[config.mk]
export PLATFORM = sky130hd
export DESIGN_NAME = instr_prefetch_queue_flat
export DESIGN_NICKNAME = d
export VERILOG_FILES = /design/src/rtl/instr_prefetch_queue_if.sv /design/src/rtl/instr_prefetch_queue.sv /design/src/flat_wrapper.sv
export SDC_FILE = /design/constraint.sdc
export NUM_CORES = 1
export LEC_CHECK = 0
export ABC_AREA = 1
export CAP_MARGIN = 20
export CORE_MARGIN = 2
export CORE_UTILIZATION = 55
export CTS_CLUSTER_SIZE = 30
export DETAILED_ROUTE_END_ITERATION = 7
export PLACE_DENSITY = 0.83
export SLEW_MARGIN = 20
export SYNTH_ARGS = -nofsm -noshare
export SYNTH_HDL_FRONTEND = slang
export SYNTH_SLANG_ARGS = --single-unit
[constraint.sdc]
create_clock -name clk -period 4.2 [get_ports clk]
set_clock_uncertainty 0.1 [all_clocks]
set_input_delay 0.63 -clock clk [delete_from_list [all_inputs] [get_ports clk]]
set_output_delay 0.63 -clock clk [all_outputs]
set_load 0.005 [all_outputs]
[src/rtl/instr_prefetch_queue_if.sv]
// Bus bundle between the prefetch queue, the instruction RAM, the decode stage
// and the sequencing controls. The master modport is the prefetch queue side.
interface instr_prefetch_queue_if #(
   parameter int instr_width = 32,
   parameter int n_blocks    = 256,
   parameter int depth       = 4
);
   localparam int AW = $clog2(n_blocks);
   localparam int OW = $clog2(depth) + 1;

   // sequencing controls
   logic                   enable;
   logic                   sample_tick;
   logic                   frame_mode;
   logic                   flush;
   logic [AW-1:0]          n_blocks_running;
   logic [AW-1:0]          last_block;

   // instruction RAM read port
   logic [AW-1:0]          instr_read_addr;
   logic [instr_width-1:0] instr_read_val;

   // decode-side stream
   logic                   out_valid;
   logic                   out_ready;
   logic [instr_width-1:0] out_instr;
   logic [AW-1:0]          out_block;
   logic                   out_last;

   // status
   logic                   pass_done;
   logic                   overrun;
   logic [OW-1:0]          occupancy;

   modport master (
      input  enable, sample_tick, frame_mode, flush, n_blocks_running, last_block,
      input  instr_read_val, out_ready,
      output instr_read_addr, out_valid, out_instr, out_block, out_last,
      output pass_done, overrun, occupancy
   );

   modport slave (
      output enable, sample_tick, frame_mode, flush, n_blocks_running, last_block,
      output instr_read_val, out_ready,
      input  instr_read_addr, out_valid, out_instr, out_block, out_last,
      input  pass_done, overrun, occupancy
   );
endinterface

[src/rtl/instr_prefetch_queue.sv]
// Instruction prefetch queue: walks the block list issuing instruction RAM
// reads under a credit limit, drops NOP words on return, and buffers the rest
// in a first-word-fall-through queue for the decode stage.
`ifndef BLOCK_INSTR_NOP
`define BLOCK_INSTR_NOP 5'd0
`endif

module instr_prefetch_queue #(
   parameter int instr_width  = 32,
   parameter int n_blocks     = 256,
   parameter int depth        = 4,
   parameter int read_latency = 1
) (
   input  logic clk,
   input  logic reset,
   instr_prefetch_queue_if.master bus
);
   localparam int AW = $clog2(n_blocks);
   localparam int OW = $clog2(depth) + 1;
   localparam int PW = $clog2(depth);
   localparam logic [OW:0]   DEPTH_C  = (OW+1)'(depth);
   localparam logic [OW-1:0] FULL_C   = OW'(depth);
   localparam logic [AW-1:0] MAX_ADDR = AW'(n_blocks - 1);
   localparam logic [4:0]    NOP_OP   = `BLOCK_INSTR_NOP;

   // ST_INIT lasts one cycle after reset so frame_mode is captured from a
   // register load rather than used as an asynchronous reset value.
   typedef enum logic [1:0] {ST_INIT, ST_RUN, ST_WAIT_TICK} state_t;

   state_t                 r_state;
   state_t                 w_state_next;
   logic                   r_frame_mode;
   logic                   r_pass_done;
   logic                   w_pass_done_next;
   logic                   r_overrun;
   logic                   w_set_overrun;
   logic [AW-1:0]          r_addr;
   logic [AW-1:0]          w_addr_next;
   logic                   w_addr_is_last;
   logic                   w_issue;

   // read tags travelling alongside the RAM latency
   logic [read_latency-1:0] r_tag_valid;
   logic [AW-1:0]          r_tag_addr [read_latency];
   logic [read_latency-1:0] r_tag_last;
   logic [OW-1:0]          r_inflight;
   logic                   w_exit_valid;
   logic                   w_push;
   logic                   w_pop;

   // queue storage and bookkeeping
   logic [instr_width-1:0] r_q_instr [depth];
   logic [AW-1:0]          r_q_block [depth];
   logic [depth-1:0]       r_q_last;
   logic [PW-1:0]          r_wr_ptr;
   logic [PW-1:0]          r_rd_ptr;
   logic [OW-1:0]          r_count;

   assign w_addr_is_last = (r_addr == bus.last_block);
   // addresses past last_block run on to the top of the table, then wrap
   assign w_addr_next    = (w_addr_is_last || r_addr == MAX_ADDR) ? '0 : r_addr + AW'(1);
   // credit: queued plus outstanding reads must leave room for every return
   assign w_issue = bus.enable && (bus.n_blocks_running != '0) && (r_state == ST_RUN) &&
                    (({1'b0, r_count} + {1'b0, r_inflight}) < DEPTH_C);

   assign w_exit_valid = r_tag_valid[read_latency-1];
   assign w_push = w_exit_valid && (bus.instr_read_val[4:0] != NOP_OP);
   assign w_pop  = (r_count != '0) && bus.out_ready;

   // next-state and pulse logic for the pass sequencer
   always_comb begin
      w_state_next     = r_state;
      w_pass_done_next = 1'b0;
      w_set_overrun    = 1'b0;
      case (r_state)
         ST_INIT: w_state_next = bus.frame_mode ? ST_WAIT_TICK : ST_RUN;
         ST_RUN: begin
            if (r_frame_mode && bus.sample_tick) w_set_overrun = 1'b1;
            if (r_frame_mode && w_issue && w_addr_is_last) begin
               w_state_next     = ST_WAIT_TICK;
               w_pass_done_next = 1'b1;
            end
         end
         ST_WAIT_TICK: if (bus.sample_tick) w_state_next = ST_RUN;
         default: w_state_next = ST_INIT;
      endcase
      if (bus.flush) begin
         w_state_next     = bus.frame_mode ? ST_WAIT_TICK : ST_RUN;
         w_pass_done_next = 1'b0;
      end
   end

   // sequencer state, mode latch, pass_done pulse and sticky overrun
   always_ff @(posedge clk or posedge reset) begin
      if (reset) begin
         r_state      <= ST_INIT;
         r_frame_mode <= 1'b0;
         r_pass_done  <= 1'b0;
         r_overrun    <= 1'b0;
      end else begin
         r_state     <= w_state_next;
         r_pass_done <= w_pass_done_next;
         if (r_state == ST_INIT || bus.flush) r_frame_mode <= bus.frame_mode;
         if (w_set_overrun) r_overrun <= 1'b1;
      end
   end

   // read address walks the block list, one step per issued read
   always_ff @(posedge clk or posedge reset) begin
      if (reset)          r_addr <= '0;
      else if (bus.flush) r_addr <= '0;
      else if (w_issue)   r_addr <= w_addr_next;
   end

   // tag shift pipe matching the RAM latency; flush kills stale reads
   always_ff @(posedge clk or posedge reset) begin
      if (reset) begin
         r_tag_valid <= '0;
         r_tag_last  <= '0;
         for (int i = 0; i < read_latency; i++) r_tag_addr[i] <= '0;
      end else if (bus.flush) begin
         r_tag_valid <= '0;
      end else begin
         r_tag_valid[0] <= w_issue;
         r_tag_addr[0]  <= r_addr;
         r_tag_last[0]  <= w_addr_is_last;
         for (int i = 1; i < read_latency; i++) begin
            r_tag_valid[i] <= r_tag_valid[i-1];
            r_tag_addr[i]  <= r_tag_addr[i-1];
            r_tag_last[i]  <= r_tag_last[i-1];
         end
      end
   end

   // outstanding read count: up on issue, down when the tag leaves the pipe
   always_ff @(posedge clk or posedge reset) begin
      if (reset)          r_inflight <= '0;
      else if (bus.flush) r_inflight <= '0;
      else begin
         case ({w_issue, w_exit_valid})
            2'b10:   r_inflight <= r_inflight + OW'(1);
            2'b01:   r_inflight <= r_inflight - OW'(1);
            default: r_inflight <= r_inflight;
         endcase
      end
   end

   // queue storage write; no reset so it maps onto plain memory
   always_ff @(posedge clk) begin
      if (w_push) begin
         r_q_instr[r_wr_ptr] <= bus.instr_read_val;
         r_q_block[r_wr_ptr] <= r_tag_addr[read_latency-1];
         r_q_last[r_wr_ptr]  <= r_tag_last[read_latency-1];
      end
   end

   // queue pointers and occupancy
   always_ff @(posedge clk or posedge reset) begin
      if (reset) begin
         r_wr_ptr <= '0;
         r_rd_ptr <= '0;
         r_count  <= '0;
      end else if (bus.flush) begin
         r_wr_ptr <= '0;
         r_rd_ptr <= '0;
         r_count  <= '0;
      end else begin
         if (w_push) r_wr_ptr <= r_wr_ptr + PW'(1);
         if (w_pop)  r_rd_ptr <= r_rd_ptr + PW'(1);
         case ({w_push, w_pop})
            2'b10:   r_count <= r_count + OW'(1);
            2'b01:   r_count <= r_count - OW'(1);
            default: r_count <= r_count;
         endcase
      end
   end

   // the credit rule makes a push into a full queue impossible
   always_ff @(posedge clk) begin
      if (!reset && !bus.flush) assert (!(w_push && r_count == FULL_C));
   end

   assign bus.instr_read_addr = r_addr;
   assign bus.out_valid       = (r_count != '0);
   assign bus.out_instr       = r_q_instr[r_rd_ptr];
   assign bus.out_block       = r_q_block[r_rd_ptr];
   assign bus.out_last        = r_q_last[r_rd_ptr];
   assign bus.pass_done       = r_pass_done;
   assign bus.overrun         = r_overrun;
   assign bus.occupancy       = r_count;
endmodule

[src/flat_wrapper.sv]
// flat-port wrapper written by rule: the top's interface ports become plain ports
module instr_prefetch_queue_flat 
#(
   parameter int instr_width  = 32,
   parameter int n_blocks     = 256,
   parameter int depth        = 4,
   parameter int read_latency = 1
)
  (clk, reset, bus_enable, bus_sample_tick, bus_frame_mode, bus_flush, bus_n_blocks_running, bus_last_block, bus_instr_read_val, bus_out_ready, bus_instr_read_addr, bus_out_valid, bus_out_instr, bus_out_block, bus_out_last, bus_pass_done, bus_overrun, bus_occupancy);
  instr_prefetch_queue_if #(.instr_width(instr_width), .n_blocks(n_blocks), .depth(depth)) bus_i ();
  input  logic clk;
  input  logic reset;
  input wire logic [$bits(bus_i.enable)-1:0] bus_enable;
  input wire logic [$bits(bus_i.sample_tick)-1:0] bus_sample_tick;
  input wire logic [$bits(bus_i.frame_mode)-1:0] bus_frame_mode;
  input wire logic [$bits(bus_i.flush)-1:0] bus_flush;
  input wire logic [$bits(bus_i.n_blocks_running)-1:0] bus_n_blocks_running;
  input wire logic [$bits(bus_i.last_block)-1:0] bus_last_block;
  input wire logic [$bits(bus_i.instr_read_val)-1:0] bus_instr_read_val;
  input wire logic [$bits(bus_i.out_ready)-1:0] bus_out_ready;
  output wire logic [$bits(bus_i.instr_read_addr)-1:0] bus_instr_read_addr;
  output wire logic [$bits(bus_i.out_valid)-1:0] bus_out_valid;
  output wire logic [$bits(bus_i.out_instr)-1:0] bus_out_instr;
  output wire logic [$bits(bus_i.out_block)-1:0] bus_out_block;
  output wire logic [$bits(bus_i.out_last)-1:0] bus_out_last;
  output wire logic [$bits(bus_i.pass_done)-1:0] bus_pass_done;
  output wire logic [$bits(bus_i.overrun)-1:0] bus_overrun;
  output wire logic [$bits(bus_i.occupancy)-1:0] bus_occupancy;
  assign bus_i.enable = bus_enable;
  assign bus_i.sample_tick = bus_sample_tick;
  assign bus_i.frame_mode = bus_frame_mode;
  assign bus_i.flush = bus_flush;
  assign bus_i.n_blocks_running = bus_n_blocks_running;
  assign bus_i.last_block = bus_last_block;
  assign bus_i.instr_read_val = bus_instr_read_val;
  assign bus_i.out_ready = bus_out_ready;
  assign bus_instr_read_addr = bus_i.instr_read_addr;
  assign bus_out_valid = bus_i.out_valid;
  assign bus_out_instr = bus_i.out_instr;
  assign bus_out_block = bus_i.out_block;
  assign bus_out_last = bus_i.out_last;
  assign bus_pass_done = bus_i.pass_done;
  assign bus_overrun = bus_i.overrun;
  assign bus_occupancy = bus_i.occupancy;
  instr_prefetch_queue #(.instr_width(instr_width), .n_blocks(n_blocks), .depth(depth), .read_latency(read_latency)) u_core (.clk(clk), .reset(reset), .bus(bus_i));
endmodule
# Word level (Yosys, flattened, before mapping)
# Memory sizes are Yosys's and may differ from the RTL's.
# Cells that the tools add are included.
[totals]
out_inout_bits = 55
register_bits = 37
memories = 2
elab_cells = 87
input_bits = 55
ram_bits = 160
[op_classes]
muxes = 29
n_lt_le_gt_ge = 4
n_reduce_logical = 21
n_addsub = 8
n_eq_ne = 10
[mem_list]
columns = ["memory", "depth", "word_bits", "read_ports", "rd_ports_with_merged_regs", "write_ports", "line", "source"]
rows = [
  ["u_core.r_q_instr", 4, 32, 1, 0, 1, "instr_prefetch_queue.sv:52", "logic [instr_width-1:0] r_q_instr [depth];"],
  ["u_core.r_q_block", 4, 8, 1, 0, 1, "instr_prefetch_queue.sv:53", "logic [AW-1:0] r_q_block [depth];"],
]
[ops]
columns = ["cell", "n"]
rows = [
  ["8-bit two-way mux", 3],
  ["2-bit two-way mux", 8],
  ["3-bit one-hot mux with 2 select lines", 2],
  ["1-bit two-way mux", 10],
  ["1-bit logical AND", 9],
  ["3-bit nonzero test", 3],
  ["8-bit by 1-bit adder with 8-bit output (second input constant)", 1],
  ["8-bit == test", 1],
  ["8-bit == test (second input constant)", 1],
  ["8-bit nonzero test", 1],
  ["3-bit by 1-bit adder with 3-bit output (second input constant)", 2],
  ["2-bit by 1-bit == test with 1-bit output (second input constant)", 3],
  ["2-bit == test (second input constant)", 3],
  ["2-bit by 3-bit less-than comparator with 1-bit output (second input constant)", 2],
  ["3-bit two-way mux", 2],
  ["3-bit != test (second input constant)", 2],
  ["2-bit one-hot mux with 3 select lines", 1],
  ["2-bit nonzero test", 3],
  ["3-bit by 1-bit subtractor with 3-bit output (second input constant)", 2],
  ["5-bit nonzero test", 1],
  ["2-bit by 1-bit adder with 2-bit output (second input constant)", 2],
  ["3-bit by 3-bit adder with 4-bit output", 1],
  ["4-bit bitwise mux", 1],
  ["4-bit by 3-bit less-than comparator with 1-bit output (second input constant)", 1],
  ["6 further kinds", 7],
]

# Logic depth before layout (Yosys ltp)
# Gate-level depths: netlist of run 1.
[logic_depth]
word_depth = 9
mapped_depth = 14
depth_no_buf = 14

# Worst setup path before layout of run 1
# Ideal clock, no wire load.
[synth_path]
path_kind = "input to register"
startpoint = "in bus_instr_read_val[3]"
endpoint = "mem u_core.r_q_block[0][0] in the netlist's numbering, enable pin"
setup_ps = 439
required_time_ps = 3661
cell_stages = 4
setup_slack_ps = 1038
arrival_ps = 2623
path_buffers = 0
cell_sequence = "nor2_1 nand3_1 nand2_2 nor2_1"
[synth_via]
elab_chain_cells = 4
[synth_lines]
columns = ["item", "line", "source"]
rows = [
  ["start, declared", "flat_wrapper.sv:19", "input wire logic [$bits(bus_i.instr_read_val)-1:0] bus_instr_read_val;"],
  ["5-bit nonzero test", "instr_prefetch_queue.sv:67", "assign w_push = w_exit_valid && (bus.instr_read_val[4:0] != NOP_OP);"],
  ["1-bit logical AND", "instr_prefetch_queue.sv:67", ""],
  ["1-bit two-way mux", "instr_prefetch_queue.sv:150", "if (w_push) begin"],
  ["1-bit two-way mux (implied by the code)", "instr_prefetch_queue.sv:152", "r_q_block[r_wr_ptr] <= r_tag_addr[read_latency-1];"],
  ["end, declared", "instr_prefetch_queue.sv:53", ""],
]
# No other way between the ends.

# Final worst setup path of run 1
[layout_path]
startpoint = "reg u_core.r_rd_ptr[0]"
endpoint = "out bus_out_instr[18]"
[layout_via]
elab_chain_cells = 1
[layout_lines]
columns = ["item", "line", "source"]
rows = [
  ["start, declared", "instr_prefetch_queue.sv:56", "logic [PW-1:0] r_rd_ptr;"],
  ["start signal, assigned", "instr_prefetch_queue.sv:169", "if (w_pop) r_rd_ptr <= r_rd_ptr + PW'(1);"],
  ["memory 4 x 32 bit", "-", ""],
  ["end, declared", "flat_wrapper.sv:23", "output wire logic [$bits(bus_i.out_instr)-1:0] bus_out_instr;"],
]
# No other way between the ends.

==> run metrics, run 1 <==
Synth Warn #=0; syn_area_per_cell=12.2 um^2; cell-by-cell trace of the critical path=inv_2, buf_4, o21ai_0, o22ai_1, clkdlybuf4s50_1; max-slew violation count=0; slowest stage delay, CP=0.53 ns; synthesized area=0.00809 mm^2; HP Class=register to register; max_cap viols=0; worst relative slew slack=38.2%; Tcrit/Tclk final=79.0%; Max Clk Rate=301 MHz; Clock Pin Slew Worst Setup and Hold Paths=0.07 ns; RSZ-0062 raised after global routing=no; Ports=110; Starting Density=55.9%; pin count of the biggest net entering global routing=84; initial DRC count=541; Cells after Synth=roughly 670; clk buf depth=2; placed cells=938; status=finished clean; FP Rows=44; post-synth cell types=28; endpoints failing hold=0; Setup TNS=0 ns; ys async rst share=16.8%; Ant. Diodes=0; startpoint types=register; total power=4.88 mW; share of layout cells above drive strength 1=under 10%; Arr. time, crit path=2.59 ns; EDFF count, synth=164; layout net count=between 800 and 900; Port Buf Inserts=109; ANT nets after route=0; Worst-Skew Late Latency=0.43 ns; Final Core Density=68.9%; Layout area overhead=23.3%; crit-path leading delay family=buffers and inverters; root buffer cell=clkbuf_16; grt total ovfl=0; total wire length=17200 um; HPWL after detailed placement=11000 um; die height=between 100 and 150 um; Sink Count=197; Seq/Total Area, Yosys=71.1%; first-pass iteration count of the detailed router=5; Static Leak=approximately 3.7 nW; Worst Path Buf+Inv=3; most common cell after layout, fill and taps aside=edfxtp_1; Via density=5.68; CTS H-Tree Depth=4; power per cell area=489 mW/mm^2; critical path class=register to output pin; post-CTS setup buffers=0; final cell count without fillers=970; routed vias=5512; commonest non-fill, non-tap cells in the layout=edfxtp_1, clkdlybuf4s50_1, nor2_1; CTS resizes=0; Die ar.=0.0157 mm^2; maximum resistive drop on vdd=442 uV; Placer Congestion=just over 0.8; syn_nets=between 700 and 800; vias in the first global route=5555; core area=0.0145 mm^2; Main synth FF type=edfxtp_1; FF+latch count, synth=roughly 200; GRT Overall Usage=a little under a quarter; CTS buffer count=17; TritonCTS clock tree=built; Die X-Extent=125 um; routed len/inst=between 15 and 20 um; CP Max Fanout=41; CP required=3.47 ns; crit path time final=3.32 ns; first-pass GRT wire length=27800 um; fill count=953; antenna violations before repair=0; CP max-delay cell=clkdlybuf4s50_1; CTS Hold Bufs=0; DRC=0; crit end category=output pin; number of setup violations in the final report=0; Slew @ Worst Pin=roughly 0.9 ns
sequential cells by signal, indices dropped and copies added (netlist names):
signal / flops
u_core.r_rd_ptr: 2
u_core.bus.occupancy: 3
u_core.r_q_last: 4
u_core.r_wr_ptr: 2
u_core.r_q_instr: 128
u_core.bus.overrun: 1
u_core.r_q_block: 32
u_core.r_inflight: 3
u_core.r_frame_mode: 1
u_core.r_state: 2
u_core.r_tag_valid: 1
u_core.r_tag_addr: 8
u_core.bus.instr_read_addr: 8
u_core.bus.pass_done: 1
u_core.r_tag_last: 1
layer usage:
layer	share of wire (%)	GRT usage, %
met2	51	38.3
met5	0	0
met4	1.9	8.63
met3	6.3	4.92
met1	41	28.5
cell type report:
| type | count | area [um^2] | area share [%] |
|---|---|---|---|
| clock buffers | 18 | 429 | 4.30 |
| clock inverters | 14 | 159 | 1.59 |
| inverters | 44 | 165 | 1.65 |
| multi-input cells | 392 | 2060 | 20.7 |
| flip-flops and latches | 197 | 5750 | 57.6 |
| well taps | 184 | 230 | 2.31 |
| repair buffers | 121 | 1180 | 11.8 |
where the power goes:
part	switching [mW]	leakage (nW)	internal (mW)
clock	0.678	0.295	0.932
sequential	0.0546	1.94	2.18
combinational	0.554	1.50	0.485
synth_stat cells (8+ instances only):
master    number  area [um^2]
nand2_1       72          270
nand3_1       20          100
inv_2          8         30.0
o21ai_1       21          105
xor2_1         9         78.8
edfxtp_1     164         4920
o21ai_0       77          385
dfrtp_1       33          826
buf_2         16         80.1
nand4_1       14         87.6
o22ai_1       41          257
inv_1         36          135
nor2_1       100          375
clkbuf_1      17         63.8
per-stage QoR:
stage | worst slack (ns) | hold slack [ns] | area (um^2)
after floorplan | 1.04 | 0.366 | 8090
after global placement | 1.24 | 0.363 | 9390
after detailed placement | 1.14 | 0.367 | 9390
after CTS | 0.874 | 0.387 | 9980
after global routing | 0.708 | 0.415 | 9980
final | 0.883 | 0.388 | 9980
worst reg2reg max path, cell delays in order (launching register included):
cell and delay, ns:
dfrtp_1 0.47, ha_1 0.32, nor2_1 0.12, nand3_2 0.11, nor2_4 0.14, nand2_4 0.10, nand2_2 0.11, inv_1 0.06
fa_1 0.39, xor2_1 0.20, inv_1 0.07, nand3_1 0.11, nand2_1 0.06, nand2_1 0.05, nand2_1 0.06
path summary, 6_finish.rpt:
path                                          from  slack (ns)                    to  cells past startpoint
max                             u_core.r_rd_ptr[0]        0.88     bus_out_instr[18]                      5
min                             u_core.bus.overrun        0.39    u_core.bus.overrun                      1
max reg2reg                u_core.bus.occupancy[2]        1.64  u_core.r_inflight[2]                     14
min reg2reg                     u_core.bus.overrun        0.39    u_core.bus.overrun                      1
max in group asynchronous                    reset        3.17    u_core.r_rd_ptr[0]                      3
min in group asynchronous                    reset        0.50   u_core.r_frame_mode                      3
cells by family after synthesis:
logic type,count (synthesis),synth area share [%]
flip-flops,197,71.1
AO/OA/AOI/OAI,144,9.62
adder cells (fa/ha/maj),9,1.58
buffers and inverters,77,3.82
XOR/XNOR,15,1.62
AND/OR/NAND/NOR,224,12.3
No activity file was read; power rests on OpenSTA's default activity.
==> inputs of run 2 (changes only) <==
==> constraint.sdc (replaced) <==
create_clock -name clk -period 3.4 [get_ports clk]
set_clock_uncertainty 0.1 [all_clocks]
set_input_delay 0.51 -clock clk [delete_from_list [all_inputs] [get_ports clk]]
set_output_delay 0.51 -clock clk [all_outputs]
set_load 0.005 [all_outputs]
==> run 2 against run 1 <==
Compared with the run above: clock power up 15%; combinational power up 25%; sequential share of layout area down 0.15 points; critical endpoint is now bus_out_instr[30]; core utilization up 0.18 points; critical path depth down 1; hold slack worse by 0.018 ns; total power up 21%; worst setup slack worse by 0.57 ns; routed wire length down 0.71%; final cell count up 0.10%; largest cell class unchanged; cell area up 0.26%.
==> run metrics, run 2 (synthesis results as in run 1) <==
status=finished clean; CTS Hold Bufs=0 (unchanged); routed vias=5561 (+0.89%); Worst Path Buf+Inv=2 (-1); max_cap viols=0 (unchanged); Starting Density=55.9% (unchanged); clk buf depth=2 (unchanged); vias in the first global route=5648 (+1.7%); gr busiest metal=met2; first-pass GRT wire length=27300 um (-1.7%); Ports=110 (unchanged); Worst R2R Path Depth=14 (unchanged); TritonCTS clock tree=built; maximum resistive drop on vdd=493 uV (+11%); total power=5.91 mW (+21%); commonest non-fill, non-tap cells in the layout=edfxtp_1, clkdlybuf4s50_1, nor2_1; share of layout cells above drive strength 1=9.02% (-0.27 points); most common cell after layout, fill and taps aside=edfxtp_1; biggest regs=u_core.r_q_instr: 128 flops, u_core.r_q_block: 32 flops; CTS resizes=0 (unchanged); fill count=947 (-0.63%); Die ar.=0.0157 mm^2 (unchanged); Sink Count=197 (unchanged); total wire length=17000 um (-0.71%); number of flip-flops in the largest register=128 (unchanged); largest register by flop count=u_core.r_q_instr; routed len/inst=17.5 um (-0.81%); initial DRC count=694 (+28%); die height=125 um (unchanged); DRC=0 (unchanged); Arr. time, crit path=2.48 ns (-0.11 ns); FF+latch area=0.00575 mm^2 (unchanged); first-pass iteration count of the detailed router=7 (+2); grt met2 use=36.5% (-1.8 points); Via density=5.73 (+0.79%); Worst-Skew Late Latency=0.43 ns (about the same); CP Max Fanout=83 (+100%); HPWL after detailed placement=10400 um (-5.6%); Critical Path Source=u_core.r_rd_ptr[0]; cell-by-cell trace of the critical path=buf_4, o21ai_0, o22ai_1, clkdlybuf4s50_1; worst relative slew slack=47.4% (+9.2 points); Port Buf Inserts=109 (unchanged); startpoint types=register; core area=0.0145 mm^2 (unchanged); Tcrit/Tclk final=90.8%; footprint of the multi-input gates=0.00206 mm^2 (unchanged); grt met3 use=6.93% (+2.0 points); hold-critical path endpoint=u_core.bus.overrun; Hold Crit Start=u_core.bus.overrun; Layout area overhead=23.6%; grt total ovfl=0 (unchanged); Clock Pin Slew Worst Setup and Hold Paths=0.07 ns (about the same); M1 GR Usage=27.9% (-0.68 points); CTS H-Tree Depth=4 (unchanged); crit-path leading delay family=buffers and inverters; Setup TNS=0 ns (unchanged); crit path time final=3.09 ns; RSZ-0062 raised after global routing=no; Die X-Extent=125 um (unchanged); CP max-delay cell=buf_4; number of setup violations in the final report=0 (unchanged); slowest stage delay, CP=0.62 ns (+0.09 ns); flop-to-flop setup slack=0.85 ns (-0.79 ns); critical path class=register to output pin; FP Rows=44 (unchanged); Static Leak=3.72 nW (-0.52%); HP Class=register to register; crit end category=output pin; Final Core Density=69.1% (+0.18 points); CTS buffer count=17 (unchanged); ANT nets after route=0 (unchanged); endpoints failing hold=0 (unchanged); layout net count=838 (+0.12%); R2R Path End=u_core.r_inflight[2]; Max Clk Rate=324 MHz; power per cell area=591 mW/mm^2 (+21%); GRT Overall Usage=22.0% (-0.48 points); Placer Congestion=0.820 (+0.89%); Ant. Diodes=0 (unchanged); Hold Path Depth=1 (unchanged); Slew @ Worst Pin=0.789 ns (-0.135 ns); max-slew violation count=0 (unchanged); CP required=2.79 ns (-0.68 ns); Worst R2R Start=u_core.bus.occupancy[2]; root buffer cell=clkbuf_16; post-CTS setup buffers=0 (unchanged); pin count of the biggest net entering global routing=84 (unchanged); antenna violations before repair=0 (unchanged)
## run 2: per-stage QoR
stage | instances | area, um^2 | hold slack [ns] | setup slack [ns]
3_5_place_dp | 939 | 9460 | 0.366 | 0.659
2_1_floorplan | 666 | 8090 | 0.366 | 0.358
6_report | 971 | 10000 | 0.370 | 0.314
4_1_cts | 971 | 10000 | 0.376 | 0.320
5_1_grt | 971 | 10000 | 0.402 | 0.137
3_3_place_gp | 939 | 9460 | 0.362 | 0.778
## run 2: worst max path at each step
| stage | slack [ns] | cells after the start | end |
|---|---|---|---|
| 2_1_floorplan | 0.36 | 4 | u_core.r_q_block[0][0] |
| 3_3_place_gp | 0.78 | 15 | u_core.r_inflight[2] |
| 6_report | 0.31 | 4 | bus_out_instr[30] |
| 4_1_cts | 0.32 | 5 | bus_out_instr[28] |
| 5_1_grt | 0.14 | 4 | bus_out_instr[28] |
| 3_5_place_dp | 0.66 | 15 | u_core.r_inflight[2] |
## run 2: layer usage
metal  vias up  part of all wire (%)
met4         0                   1.1
met1      2707                    41
met5         -                     0
li1       2580                     -
met2       251                    50
met3        23                   7.5
## run 2: power breakdown
part           switching [mW]  total [mW]  internal (mW)
clock                   0.843        1.85           1.01
sequential             0.0687        2.76           2.69
combinational           0.683        1.30          0.614
total                    1.59        5.91           4.32
## run 2: cell type report
type,count,area share [%]
repair buffers,122,12.5
clock inverters,11,1.04
inverters,44,1.65
multi-input cells,392,20.6
clock buffers,21,4.40
well taps,184,2.30
flip-flops and latches,197,57.5
